File: src/rtl/i2c_slave_pkg.sv
// Shared types and constants for the I2C register-file slave.
//   state_t : byte-level FSM states
//   cond_t  : bus condition reported by the condition detector
//   I2C_READ / I2C_WRITE : values of the R/W bit in the address byte
package i2c_slave_pkg;

  localparam int unsigned BYTE_W    = 8;
  localparam int unsigned BIT_CNT_W = 4;   // counts 0..8 bits of a byte

  localparam logic I2C_READ  = 1'b1;
  localparam logic I2C_WRITE = 1'b0;

  typedef enum logic [3:0] {
    IDLE,
    ADDR,
    ADDR_ACK,
    PTR,
    PTR_ACK,
    WR,
    WR_ACK,
    RD,
    RD_ACK,
    WAIT_STOP
  } state_t;

  typedef enum logic [1:0] {
    NONE,
    START,
    STOP
  } cond_t;

endpackage

File: src/rtl/i2c_cond_det.sv
// Bus front end: 2-flop synchronizers for SCL/SDA plus SCL edge and
// START/STOP detection on the synchronized values.
//   clk_i, rst_ni : system clock, async active-low reset
//   scl_i, sda_i  : raw bus lines
//   sda_s         : synchronized SDA (registered)
//   scl_rise_c    : synchronized SCL rising edge (combinational)
//   scl_fall_c    : synchronized SCL falling edge (combinational)
//   cond_c        : START / STOP / NONE for this cycle (combinational)
module i2c_cond_det
  import i2c_slave_pkg::*;
(
  input  logic  clk_i,
  input  logic  rst_ni,
  input  logic  scl_i,
  input  logic  sda_i,
  output logic  sda_s,
  output logic  scl_rise_c,
  output logic  scl_fall_c,
  output cond_t cond_c
);

  logic [1:0] scl_sync_q;
  logic [1:0] sda_sync_q;
  logic       scl_prev_q;
  logic       sda_prev_q;
  logic       scl_s;

  // Synchronizer chains plus one history flop each for edge detection.
  always_ff @(posedge clk_i or negedge rst_ni) begin
    if (!rst_ni) begin
      scl_sync_q <= 2'b11;
      sda_sync_q <= 2'b11;
      scl_prev_q <= 1'b1;
      sda_prev_q <= 1'b1;
    end else begin
      scl_sync_q <= {scl_sync_q[0], scl_i};
      sda_sync_q <= {sda_sync_q[0], sda_i};
      scl_prev_q <= scl_sync_q[1];
      sda_prev_q <= sda_sync_q[1];
    end
  end

  assign scl_s = scl_sync_q[1];
  assign sda_s = sda_sync_q[1];

  assign scl_rise_c =  scl_s & ~scl_prev_q;
  assign scl_fall_c = ~scl_s &  scl_prev_q;

  // SDA may only move as a condition while SCL stays high across both samples.
  always_comb begin
    cond_c = NONE;
    if (scl_s && scl_prev_q) begin
      if (sda_prev_q && !sda_s) begin
        cond_c = START;
      end else if (!sda_prev_q && sda_s) begin
        cond_c = STOP;
      end
    end
  end

endmodule

File: src/rtl/i2c_slave_resp.sv
// I2C slave exposing MEM_DEPTH 8-bit registers behind an auto-incrementing
// pointer. Write: addr/W, pointer byte, data bytes. Read: addr/R streams
// mem[ptr], mem[ptr+1], ... until the master NACKs.
//   clk_i, rst_ni       : system clock, async active-low reset
//   scl_i, sda_i        : bus inputs (wired-AND)
//   sda_o, scl_o        : open-drain drives (0 = pull low, 1 = release)
//   busy_o              : START seen, STOP not yet seen
//   wr_stb_o            : one-cycle pulse per register written
//   wr_addr_o/wr_data_o : index and data of the last write
// Build option: define I2C_SLAVE_CLK_STRETCH_EN to hold SCL low for
// STRETCH_CYCLES clocks after every ACK slot; otherwise scl_o is tied high.
module i2c_slave_resp
  import i2c_slave_pkg::*;
#(
  parameter logic [6:0]  SLAVE_ADDR     = 7'h22,
  parameter int unsigned MEM_DEPTH      = 16,
  parameter int unsigned STRETCH_CYCLES = 8
) (
  input  logic                         clk_i,
  input  logic                         rst_ni,
  input  logic                         scl_i,
  input  logic                         sda_i,
  output logic                         sda_o,
  output logic                         scl_o,
  output logic                         busy_o,
  output logic                         wr_stb_o,
  output logic [$clog2(MEM_DEPTH)-1:0] wr_addr_o,
  output logic [7:0]                   wr_data_o
);

  localparam int unsigned AW = $clog2(MEM_DEPTH);

  // Elaboration-time parameter sanity.
  if (MEM_DEPTH < 2 || MEM_DEPTH > 256 || (MEM_DEPTH & (MEM_DEPTH - 1)) != 0) begin : g_bad_depth
    $error("MEM_DEPTH must be a power of two in 2..256");
  end
  if (STRETCH_CYCLES == 0) begin : g_bad_stretch
    $error("STRETCH_CYCLES must be at least 1");
  end

  state_t                state_q, state_d;
  logic [BIT_CNT_W-1:0]  bit_cnt_q, bit_cnt_d;
  logic [BYTE_W-1:0]     shift_q, shift_d;
  logic [AW-1:0]         ptr_q, ptr_d;
  logic                  nack_q, nack_d;
  logic                  sda_d;
  logic                  busy_d;
  logic                  wr_stb_d;
  logic [AW-1:0]         wr_addr_d;
  logic [BYTE_W-1:0]     wr_data_d;
  logic                  mem_we_c;
  logic [BYTE_W-1:0]     rx_byte_c;
  logic [BYTE_W-1:0]     rd_byte_c;
  logic [BYTE_W-1:0]     mem_q [MEM_DEPTH];

  logic                  sda_s;
  logic                  scl_rise_c;
  logic                  scl_fall_c;
  cond_t                 cond_c;

  i2c_cond_det u_cond_det (
    .clk_i      (clk_i),
    .rst_ni     (rst_ni),
    .scl_i      (scl_i),
    .sda_i      (sda_i),
    .sda_s      (sda_s),
    .scl_rise_c (scl_rise_c),
    .scl_fall_c (scl_fall_c),
    .cond_c     (cond_c)
  );

  // Byte as it stands once the bit being sampled now is shifted in.
  assign rx_byte_c = {shift_q[BYTE_W-2:0], sda_s};
  assign rd_byte_c = mem_q[ptr_q];

  // State and output registers.
  always_ff @(posedge clk_i or negedge rst_ni) begin
    if (!rst_ni) begin
      state_q   <= IDLE;
      bit_cnt_q <= '0;
      shift_q   <= '0;
      ptr_q     <= '0;
      nack_q    <= 1'b1;
      sda_o     <= 1'b1;
      busy_o    <= 1'b0;
      wr_stb_o  <= 1'b0;
      wr_addr_o <= '0;
      wr_data_o <= '0;
    end else begin
      state_q   <= state_d;
      bit_cnt_q <= bit_cnt_d;
      shift_q   <= shift_d;
      ptr_q     <= ptr_d;
      nack_q    <= nack_d;
      sda_o     <= sda_d;
      busy_o    <= busy_d;
      wr_stb_o  <= wr_stb_d;
      wr_addr_o <= wr_addr_d;
      wr_data_o <= wr_data_d;
    end
  end

  // Register file; cleared by reset.
  always_ff @(posedge clk_i or negedge rst_ni) begin
    if (!rst_ni) begin
      for (int unsigned i = 0; i < MEM_DEPTH; i++) begin
        mem_q[i] <= '0;
      end
    end else if (mem_we_c) begin
      mem_q[ptr_q] <= rx_byte_c;
    end
  end

  // Next-state logic. Receive states shift on SCL rise; the fall after the
  // 8th bit opens the ACK slot and the next fall closes it, so sda_o only
  // ever moves right after a falling SCL edge.
  always_comb begin
    state_d   = state_q;
    bit_cnt_d = bit_cnt_q;
    shift_d   = shift_q;
    ptr_d     = ptr_q;
    nack_d    = nack_q;
    sda_d     = sda_o;
    busy_d    = busy_o;
    wr_stb_d  = 1'b0;
    wr_addr_d = wr_addr_o;
    wr_data_d = wr_data_o;
    mem_we_c  = 1'b0;

    if (cond_c == START) begin
      state_d   = ADDR;
      bit_cnt_d = '0;
      sda_d     = 1'b1;
      busy_d    = 1'b1;
    end else if (cond_c == STOP) begin
      state_d   = IDLE;
      bit_cnt_d = '0;
      sda_d     = 1'b1;
      busy_d    = 1'b0;
    end else begin
      unique case (state_q)
        IDLE, WAIT_STOP: begin
          sda_d = 1'b1;
        end

        ADDR: begin
          if (scl_rise_c && bit_cnt_q != BIT_CNT_W'(8)) begin
            shift_d   = rx_byte_c;
            bit_cnt_d = bit_cnt_q + BIT_CNT_W'(1);
          end else if (scl_fall_c && bit_cnt_q == BIT_CNT_W'(8)) begin
            bit_cnt_d = '0;
            if (shift_q[7:1] == SLAVE_ADDR) begin
              state_d = ADDR_ACK;
              sda_d   = 1'b0;
            end else begin
              state_d = WAIT_STOP;
            end
          end
        end

        PTR: begin
          if (scl_rise_c && bit_cnt_q != BIT_CNT_W'(8)) begin
            shift_d   = rx_byte_c;
            bit_cnt_d = bit_cnt_q + BIT_CNT_W'(1);
            if (bit_cnt_q == BIT_CNT_W'(7)) begin
              ptr_d = rx_byte_c[AW-1:0];
            end
          end else if (scl_fall_c && bit_cnt_q == BIT_CNT_W'(8)) begin
            bit_cnt_d = '0;
            state_d   = PTR_ACK;
            sda_d     = 1'b0;
          end
        end

        WR: begin
          if (scl_rise_c && bit_cnt_q != BIT_CNT_W'(8)) begin
            shift_d   = rx_byte_c;
            bit_cnt_d = bit_cnt_q + BIT_CNT_W'(1);
            if (bit_cnt_q == BIT_CNT_W'(7)) begin
              mem_we_c  = 1'b1;
              wr_stb_d  = 1'b1;
              wr_addr_d = ptr_q;
              wr_data_d = rx_byte_c;
              ptr_d     = ptr_q + AW'(1);
            end
          end else if (scl_fall_c && bit_cnt_q == BIT_CNT_W'(8)) begin
            bit_cnt_d = '0;
            state_d   = WR_ACK;
            sda_d     = 1'b0;
          end
        end

        ADDR_ACK: begin
          if (scl_fall_c) begin
            bit_cnt_d = '0;
            unique case (shift_q[0])
              I2C_WRITE: begin
                state_d = PTR;
                sda_d   = 1'b1;
              end
              I2C_READ: begin
                state_d = RD;
                shift_d = rd_byte_c;
                sda_d   = rd_byte_c[7];
              end
            endcase
          end
        end

        PTR_ACK, WR_ACK: begin
          if (scl_fall_c) begin
            bit_cnt_d = '0;
            state_d   = WR;
            sda_d     = 1'b1;
          end
        end

        RD: begin
          // Bit 7 went out on entry; each fall presents the next bit.
          if (scl_fall_c) begin
            if (bit_cnt_q == BIT_CNT_W'(7)) begin
              bit_cnt_d = '0;
              state_d   = RD_ACK;
              sda_d     = 1'b1;
              ptr_d     = ptr_q + AW'(1);
            end else begin
              bit_cnt_d = bit_cnt_q + BIT_CNT_W'(1);
              shift_d   = {shift_q[BYTE_W-2:0], 1'b0};
              sda_d     = shift_q[BYTE_W-2];
            end
          end
        end

        RD_ACK: begin
          if (scl_rise_c) begin
            nack_d = sda_s;
          end else if (scl_fall_c) begin
            bit_cnt_d = '0;
            if (!nack_q) begin
              state_d = RD;
              shift_d = rd_byte_c;
              sda_d   = rd_byte_c[7];
            end else begin
              state_d = WAIT_STOP;
              sda_d   = 1'b1;
            end
          end
        end

        default: begin
          state_d = IDLE;
          sda_d   = 1'b1;
        end
      endcase
    end
  end

`ifdef I2C_SLAVE_CLK_STRETCH_EN
  localparam int unsigned SCW = $clog2(STRETCH_CYCLES + 1);

  logic           ack_end_c;
  logic           scl_q;
  logic [SCW-1:0] stretch_cnt_q;

  // Falling SCL that closes any ACK slot, slave's or master's.
  assign ack_end_c = scl_fall_c && (cond_c == NONE) &&
                     (state_q == ADDR_ACK || state_q == PTR_ACK ||
                      state_q == WR_ACK   || state_q == RD_ACK);

  // Hold SCL low for exactly STRETCH_CYCLES clocks.
  always_ff @(posedge clk_i or negedge rst_ni) begin
    if (!rst_ni) begin
      scl_q         <= 1'b1;
      stretch_cnt_q <= '0;
    end else if (ack_end_c) begin
      scl_q         <= 1'b0;
      stretch_cnt_q <= SCW'(STRETCH_CYCLES - 1);
    end else if (!scl_q) begin
      if (stretch_cnt_q == '0) begin
        scl_q <= 1'b1;
      end else begin
        stretch_cnt_q <= stretch_cnt_q - SCW'(1);
      end
    end
  end

  assign scl_o = scl_q;
`else
  assign scl_o = 1'b1;
`endif

endmodule

File: config.mk
export PLATFORM = sky130hd
export DESIGN_NAME = i2c_slave_resp
export DESIGN_NICKNAME = d
export VERILOG_FILES = /design/src/rtl/i2c_slave_pkg.sv /design/src/rtl/i2c_cond_det.sv /design/src/rtl/i2c_slave_resp.sv
export SDC_FILE = /design/constraint.sdc
export NUM_CORES = 1
export LEC_CHECK = 0
export CAP_MARGIN = 40
export CORE_ASPECT_RATIO = 0.7
export CORE_UTILIZATION = 30
export CTS_CLUSTER_DIAMETER = 50
export DETAILED_ROUTE_END_ITERATION = 10
export GPL_TIMING_DRIVEN = 0
export PLACE_DENSITY = 0.51
export SETUP_SLACK_MARGIN = 0.4
export SLEW_MARGIN = 20
export SYNTH_ARGS = -nofsm -noshare
export SYNTH_HDL_FRONTEND = slang
export SYNTH_SLANG_ARGS = --single-unit
File: constraint.sdc
create_clock -name clk_i -period 5.1 [get_ports clk_i]
set_clock_uncertainty 0.2 [all_clocks]
set_input_delay 0.765 -clock clk_i [delete_from_list [all_inputs] [get_ports clk_i]]
set_output_delay 0.765 -clock clk_i [all_outputs]
set_load 0.01 [all_outputs]
Yosys cells after proc, flatten, opt, wreduce, memory -nomap -nowiden
Index checks and enable logic that the tools add are counted.
- flip-flop bits (word level): 170
- latch bits: 0
- bits in writable memories: 0
- memory bits (read-only): 0
- output and inout bits: 16
- word-level logic and storage cells: 186
- memories kept: 0
- add/sub/neg operators: 2
- multiply operators: 0
- div/mod/pow operators: 0
- magnitude comparators: 2
- eq/ne operators: 43
- shift operators: 0
- muxes and demuxes: 74
- bitwise gates (word level): 8
- reduce and logical (&&, ||, !) cells: 26
- operator list (operator ; count):
    bitwise mux 128 bit ; 1
    2-to-1 mux 4 bit ; 29
    2-to-1 mux 8 bit ; 11
    != test 4 bit, second input constant ; 15
    binary-select mux 8 bit (select 4 bit) ; 1
    demux 8 bit (select 4 bit) ; 1
    one-hot mux 4 bit (8 select lines) ; 1
    one-hot mux 8 bit (4 select lines) ; 1
    2-to-1 mux 1 bit ; 21
    == test 4 x 3 -> 1 bit, second input constant ; 5
    != test 2 bit, second input constant ; 10
    AND reduction 10 bit ; 2
    one-hot mux 4 bit (4 select lines) ; 1
    AND reduction 13 bit ; 1
    == test 4 bit, second input constant ; 3
    one-hot mux 4 bit (3 select lines) ; 1
    AND reduction 11 bit ; 1
    adder 4 x 1 -> 4 bit, second input constant ; 2
    == test 4 x 2 -> 1 bit, second input constant ; 2
    one-hot mux 4 bit (2 select lines) ; 1
    AND reduction 4 bit ; 2
    == test 7 x 6 -> 1 bit, second input constant ; 1
    AND reduction 7 bit ; 1
    logical AND 1 bit ; 6
    24 further kinds ; 35

Logic depth before layout (Yosys ltp)
Gate-level depths: netlist of the first run.
- depth after elaboration: 10
- depth in mapped cells: 9

Hierarchy
Synthesis of the first run repeated with hierarchy kept, for this count alone.
- cell total of the unflattened synthesis: 598
- area, all modules: 8365.5 µm²
- by module, submodules not included (module ; times used ; cells each ; area each (µm²)):
    i2c_slave_resp ; 1 ; 588 ; 8175.3
    i2c_cond_det ; 1 ; 10 ; 190.2

Worst setup path after synthesis of the first run
Ideal clock, no wire load.
- path type: register to register
- start point: register bit_cnt_q[0]
- end point: register mem_q[0] (netlist bit)
- setup time: 125 ps
- arrival: 2013 ps
- data required time: 4775 ps
- setup slack: 2762 ps
- stages on the path, launching flop included: 10
- clock period less this slack: 2338 ps
- cell sequence: dfrtp_1 > inv_1 > ha_1 > and3b_1 > buf_2 > nor4_4 > and2_1 > buf_4 > nand3_4 > mux2_2
- cells in the longest elaborated chain, start to end: 6
- ends and longest elaborated chain (item ; line ; source):
    start: declaration ; i2c_slave_resp.sv:42 ; logic [BIT_CNT_W-1:0] bit_cnt_q, bit_cnt_d;
    start signal: assignment ; i2c_slave_resp.sv:91 ; bit_cnt_q <= bit_cnt_d;
    == test 4 x 3 -> 1 bit / != test 4 bit (equally long branches) ; i2c_slave_resp.sv:179, i2c_slave_resp.sv:176 ;
    2-to-1 mux 1 bit / logical AND 1 bit (equally long branches) ; i2c_slave_resp.sv:179, i2c_slave_resp.sv:176 ;
    2-to-1 mux 1 bit * ; i2c_slave_resp.sv:176 ; if (scl_rise_c && bit_cnt_q != BIT_CNT_W'(8)) begin
    2-to-1 mux 1 bit * ; i2c_slave_resp.sv:141 ; unique case (state_q)
    2-to-1 mux 1 bit * ; i2c_slave_resp.sv:135 ; end else if (cond_c == STOP) begin
    2-to-1 mux 1 bit * ; i2c_slave_resp.sv:130 ; if (cond_c == START) begin
    end signal: indexed assignment ; i2c_slave_resp.sv:110 ; mem_q[ptr_q] <= rx_byte_c;
    end: declaration ; i2c_slave_resp.sv:54 ; logic [BYTE_W-1:0] mem_q [MEM_DEPTH];
Every way passes the cells marked *; elsewhere a longest branch is shown, timed or not.
A chain may end at the register's enable or synchronous reset.

Worst setup path in the final report of the first run
- start point: register ptr_q[0]
- end point: register sda_o
- cells in the longest elaborated chain, start to end: 10
- ends and longest elaborated chain (item ; line ; source):
    start: declaration ; i2c_slave_resp.sv:44 ; logic [AW-1:0] ptr_q, ptr_d;
    start signal: assignment ; i2c_slave_resp.sv:93 ; ptr_q <= ptr_d;
    NOT 4 -> 5 bit (implied by the code) * ; i2c_slave_resp.sv:74 ; assign rd_byte_c = mem_q[ptr_q];
    binary-select mux 8 bit (select 4 bit) * ; i2c_slave_resp.sv:74 ;
    2-to-1 mux 8 bit (implied by the code) * (2 in series) ; i2c_slave_resp.sv:74 ;
    2-to-1 mux 1 bit ; i2c_slave_resp.sv:239 ; if (!nack_q) begin
    2-to-1 mux 1 bit ; i2c_slave_resp.sv:237 ; end else if (scl_fall_c) begin
    2-to-1 mux 1 bit ; i2c_slave_resp.sv:235 ; if (scl_rise_c) begin
    one-hot mux 1 bit (6 select lines) * ; i2c_slave_resp.sv:141 ;
    2-to-1 mux 1 bit * ; i2c_slave_resp.sv:135 ;
    2-to-1 mux 1 bit * ; i2c_slave_resp.sv:130 ;
    end signal: assignment ; i2c_slave_resp.sv:84 ; sda_o <= 1'b1;
    end signal: assignment ; i2c_slave_resp.sv:95 ; sda_o <= sda_d;
    end: declaration ; i2c_slave_resp.sv:23 ; output logic sda_o,
Every way passes the cells marked *; elsewhere a longest branch is shown, timed or not. The select of a mux whose other input is x is not followed.

==> results of run 1 <==
[sequential cells by signal, summed over array words and instances (netlist names)]
name / count
wr_addr_o: 4
u_cond_det.scl_prev_q: 1
wr_data_o: 8
sda_o: 1
bit_cnt_q: 4
u_cond_det.scl_sync_q: 2
ptr_q: 4
nack_q: 1
mem_q: 128
state_q: 4
u_cond_det.sda_sync_q: 2
wr_stb_o: 1
busy_o: 1
u_cond_det.sda_prev_q: 1
shift_q: 8
[stage by stage]
stage	setup WS, ns	hold slack [ns]
after global routing	1.90	0.140
after global placement	-4.49	0.146
after CTS	2.03	0.118
final	2.05	0.0843
after detailed placement	2.06	0.148
after floorplan	2.76	0.145
[worst max-delay path: stages, from the launching register on]
cell and delay [ns]:
dfrtp_1 0.39, clkbuf_1 0.36, buf_2 0.41, nor2b_1 0.18, clkbuf_1 0.44, a22oi_1 0.24
nor4bb_1 0.20, nor4_1 0.41, a21oi_1 0.14
[layout make-up]
type                       count  area [um^2]  share of cell area
buffer                        50          225              0.0228
clock buffer                  23          478              0.0483
clock inverter                 9          160              0.0162
inverter                       8         30.0             0.00304
multi-input combinational    427         3990               0.403
sequential                   170         4260               0.431
tap                          371          464              0.0469
timing repair buffer          26          283              0.0286
[layer usage]
| metal | vias to the layer above | wire [um] | track usage |
|---|---|---|---|
| met3 | 14 | 1570 | 0.0461 |
| li1 | 2509 | - | - |
| met1 | 2854 | 12200 | 0.266 |
| met5 | - | 0 | 0 |
| met2 | 166 | 8750 | 0.211 |
| met4 | 0 | 193 | 0.0368 |
[worst paths after layout]
check                                                 to  slack [ns]  cells after the start
worst max register to register                     sda_o        2.05                      8
max in group asynchronous                      mem_q[62]        3.71                      2
worst min register to register  u_cond_det.sda_sync_q[1]        0.16                      0
worst min-delay path                           mem_q[91]        0.08                      1
worst max-delay path                               sda_o        2.05                      8
min in group clk_i              u_cond_det.sda_sync_q[1]        0.16                      0
[power breakdown]
part           internal [uW]  switching, uW
clock network            863            556
logic                    337            651
registers               1420           61.4
total                   2620           1270
[kinds of logic after synthesis]
family / Yosys count
fa+ha+maj: 6
buf+inv: 58
other cells: 1
flops: 170
simple gates: 123
mux: 212
compound gates: 81
xor+xnor: 4
[layout by cell type (no fill, tap or decap), types with 10 or more instances in the layout]
cell type | Yosys | routed
buf_2 | 15 | 17
clkbuf_16 | 0 | 17
clkdlybuf4s50_1 | 0 | 17
a22oi_1 | 19 | 19
dfrtp_1 | 162 | 162
mux2i_1 | 40 | 40
mux4_2 | 14 | 14
mux2_2 | 158 | 158
nand2_2 | 11 | 11
clkbuf_1 | 26 | 29
nor2b_1 | 10 | 10
nor2_1 | 13 | 13
a21oi_1 | 14 | 14
nand2_1 | 29 | 29
nand3_1 | 10 | 10
==> flow_metrics.py, run 1 <==
metrics = {
    "outcome": {
        "outcome": "complete, no violations",
    },
    "clock_tree": {
        "insertion_delay_ns": 0.44,
        "cts_resized": 0,
        "clk_path_buf_depth": 2,
        "cts_max_level": 4,
        "cts_tree": "yes",
        "post_cts_buffers": 0,
        "cts.clk_slew.worst_paths_ns": 0.07,
        "clock-sinks": 170,
        "numCtsBuffers": 17,
        "holdBufCountCts": 0,
        "clockRootBuffer": "clkbuf_16",
    },
    "power": {
        "power.total_uw": 3880,
        "p_leak_uw": 0.00445,
        "p_per_area_nw_per_um2": 393,
        "max-vdd-ir-drop_v": 0.000198,
    },
    "timing": {
        "rsz0062_at_grt": "no",
        "relSlewSlack": 0.495,
        "worst_pin_slew_ns": 0.755,
        "min_period_over_period": 0.598,
        "finalHoldViolCount": 0,
        "timing.fmax_mhz": 328,
        "fin_tns_setup_ns": 0,
        "finalMaxSlewViolations": 0,
        "period_minus_slack_ns": 3.05,
        "setup_viol": 0,
    },
    "setup_path": {
        "crit_type": "flip-flop to flip-flop",
        "worstPathArrival_ns": 3.21,
        "crit_path_start_kind": "flip-flop",
        "timing.rr.start": "ptr_q[0]",
        "worstPathRequired_ns": 5.26,
        "critPathLaunch": "ptr_q[0]",
        "cp-end-kind": "flip-flop",
        "crit_fanout": 10,
    },
    "finish": {
        "antennaDiodeCount": 0,
        "final_util": 0.355,
        "fill_cells": 2753,
        "layout.nets": 710,
        "final_layout_size_suffix_gt1_frac": 0.367,
        "area_delta_synth_final_pct": 16.4,
        "final_area_um2": 9890,
        "finalNonFillerCells": 1084,
    },
    "synth": {
        "synth_edf_count": 0,
        "syn_area_per_cell_um2": 13.0,
        "ys_types": 62,
        "synth_top_area_cell": "dfrtp_1",
        "synth_common_cells": "162 x dfrtp_1, 158 x mux2_2, 40 x mux2i_1",
        "synth-seq-area-share": 0.502,
        "synth_area_leaders": "dfrtp_1 48%, mux2_2 21%, mux2i_1 4.7%, mux4_2 3.7%, dfstp_2 2.5%",
        "synth-xor-area-share": 0.00412,
        "ys_warn_count": 0,
        "synth-seq-cells": 170,
        "synth_top_family_by_area": "multiplexers",
        "synth_area_um2": 8490,
        "synth_top_area_share": 0.477,
        "synthMuxAreaShare": 0.294,
        "netlist_instances": 655,
        "synth-compound-area-share": 0.0719,
        "synth-async-reset-ratio": 1.00,
        "synth_most_common_cell": "dfrtp_1",
        "ys.flop_type": "dfrtp_1",
        "synthAdderAreaFrac": 0.00884,
        "syn_nets": 665,
        "synth-simple-area-share": 0.0890,
    },
    "detailed_routing": {
        "drt-initial-drc-count": 444,
        "routedWlPerCell_um": 21.0,
        "drc": 0,
        "first_pass_iters": 5,
        "routed_wl_mm": 22.7,
        "num_vias": 5543,
        "ant_nets": 0,
        "viasPerCell": 5.11,
    },
    "grt": {
        "grt_pass1_wl_mm": 34.9,
        "antenna_found_initial": 1,
        "first_global_vias": 5397,
        "gr-total-overflow": 0,
        "grtUsageTotal": 0.166,
        "grt_max_degree": 91,
    },
    "flow_run": {
        "maxCapViolations": 0,
    },
    "floorplanning": {
        "die_area_um2": 29000,
        "rows": 51,
        "start_util": 0.305,
        "die_x_um": 203,
        "io_pins": 20,
        "die_h_um": 143,
        "core_region_area_um2": 27800,
    },
    "placement": {
        "dp_hpwl_mm": 15.8,
        "dp.cells": 1052,
        "place_area_um2": 9250,
        "port_buffers": 18,
        "gp_congestion": 0.920,
    },
    "min_path": {
        "hold_path_class": "input pin to async pin",
    },
}
Power figures use the tool's default switching activity.
==> inputs of run 2 (changes only) <==
Clock period 5.1 ns to 2.9 ns, I/O delays scaled along.
==> run 2 against run 1 <==
  * Power up 80%
  * Maximum frequency up 22%
  * Global-route usage up 0.085 points
==> flow_metrics.py, run 2 (same netlist as run 1, synthesis figures left out) <==
metrics = {
    "floorplanning": {
        "rows": 51,
        "io_pins": 20,
        "core_region_area_um2": 27800,
        "die_h_um": 143,
        "die_area_um2": 29000,
        "start_util": 0.305,
        "die_x_um": 203,
    },
    "setup_path": {
        "crit_path_start_kind": "flip-flop",
        "crit_type": "flip-flop to flip-flop",
        "rrSetupSlack_ns": 0.40,
        "critPathBufInv": 2,
        "cp-end-kind": "flip-flop",
        "cp_top_family": "compound AO/OA/AOI/OAI gates",
        "r2r_end": "shift_q[0]",
        "slowest_stage": "a2111oi_1",
        "crit_chain": "inv_1 > ha_2 > and3b_1 > clkbuf_4 > o221ai_1 > o211ai_1 > a2111oi_1 > mux2_2",
        "timing.rr.start": "bit_cnt_q[1]",
        "worstPathRequired_ns": 3.03,
        "crit_fanout": 5,
        "worstPathArrival_ns": 2.63,
        "reg2reg_depth": 8,
        "slowest_delay_ns": 0.48,
    },
    "timing": {
        "rsz0062_at_grt": "yes",
        "period_minus_slack_ns": 2.50,
        "worst_slack_ns": 0.397,
        "setup_viol": 0,
        "timing.fmax_mhz": 400,
        "finalMaxSlewViolations": 0,
        "timing.hold.ws_ns": 0.157,
        "worst_pin_slew_ns": 0.831,
        "finalHoldViolCount": 0,
        "min_period_over_period": 0.863,
        "relSlewSlack": 0.444,
    },
    "detailed_routing": {
        "routedWlPerCell_um": 21.0,
        "first_pass_iters": 4,
        "routed_wl_mm": 22.9,
        "drc": 0,
        "ant_nets": 0,
        "drt-initial-drc-count": 480,
        "viasPerCell": 5.17,
        "num_vias": 5636,
    },
    "min_path": {
        "holdPathStages": 0,
        "hold_path_class": "flip-flop to flip-flop",
        "min_to": "u_cond_det.sda_sync_q[1]",
        "min_from": "u_cond_det.sda_sync_q[0]",
    },
    "finish": {
        "final_layout_size_suffix_gt1_frac": 0.407,
        "largest_register": "mem_q",
        "largest_reg_flops": 128,
        "final_common_cell": "dfrtp_1",
        "layout_common_cells": "161 x dfrtp_1, 157 x mux2_2, 40 x mux2i_1",
        "layout.nets": 717,
        "layout_top_registers": "mem_q (128), shift_q (8), wr_data_o (8)",
        "antennaDiodeCount": 0,
        "area_delta_synth_final_pct": 19.4,
    },
    "power": {
        "p_leak_uw": 0.00466,
        "p_per_area_nw_per_um2": 688,
        "max-vdd-ir-drop_v": 0.000348,
    },
    "placement": {
        "gp_congestion": 0.920,
        "dp_hpwl_mm": 15.8,
        "place_ws_ns": -0.137,
        "port_buffers": 18,
    },
    "grt": {
        "grt_pass1_wl_mm": 35.1,
        "first_global_vias": 5403,
        "antenna_found_initial": 1,
        "grt_max_degree": 91,
        "gr-total-overflow": 0,
        "grtUsageTotal": 0.167,
    },
    "clock_tree": {
        "numCtsBuffers": 17,
        "clk_path_buf_depth": 2,
        "cts_tree": "yes",
        "cts.clk_slew.worst_paths_ns": 0.07,
        "clock-sinks": 170,
        "cts_max_level": 4,
        "clockRootBuffer": "clkbuf_16",
        "insertion_delay_ns": 0.44,
    },
    "flow_run": {
        "maxCapViolations": 0,
    },
    "outcome": {
        "outcome": "complete, no violations",
    },
}
==> run 2: cell count changes in the layout (fill, tap and decap cells not counted), sizes merged <==
| cell | delta |
|---|---|
| clkbuf | +2 |
| dlygate4sd3 | +1 |
| buf | +4 |
==> run 2: area by class of cell <==
class,instances,area [um^2]
Fill cell,2731,17700
Inverter,8,30.0
Tap cell,371,464
Clock inverter,9,160
Buffer,50,277
Timing Repair Buffer,33,338
Clock buffer,23,478
Multi-Input combinational cell,427,4130
Sequential cell,170,4270
==> run 2: repair_timing <==
action | 4_1_cts | 5_1_grt
pin swaps | 1 | 5
gates cloned | 0 | 0
endpoints found under the setup margin | 149 | 153
gates resized for setup | 18 | 42
buffers inserted | 3 | 3
hold endpoints to repair | 72 | 0
hold buffers | 1 | 0
==> run 2: metrics by stage <==
step | setup TNS (ns) | area (um^2) | instances | power, uW | util
2_1_floorplan | 0 | 8490 | 655 | 3740 | -
3_3_place_gp | -1066.91 | 9140 | 1044 | 4320 | 0.328
3_5_place_dp | -0.687 | 9250 | 1052 | 4340 | 0.333
4_1_cts | 0 | 9970 | 1088 | 6890 | 0.358
5_1_grt | 0 | 10100 | 1091 | 7310 | 0.364
6_report | 0 | 10100 | 1091 | 6970 | 0.364
==> run 2: report_power, final <==
part           internal [uW]  switching (uW)
Combinational            677            1200
Sequential              2490             108
Clock                   1520             978
==> run 2: worst max path at each step <==
stage,start,end,cells past startpoint,slack (ns)
CTS,bit_cnt_q[1],shift_q[0],8,0.31
global route,state_q[2],shift_q[0],6,0.26
finish,bit_cnt_q[1],shift_q[0],8,0.40
global placement,rst_ni,mem_q[11],1,-6.36
detailed placement,ptr_q[0],sda_o,8,-0.14
floorplan,bit_cnt_q[0],mem_q[0],9,0.56
==> run 2: per-layer routing <==
layer	track usage	part of all wire
met1	0.268	0.54
met2	0.214	0.39
met3	0.0445	0.066
met4	0.0344	0.0068
met5	0	0
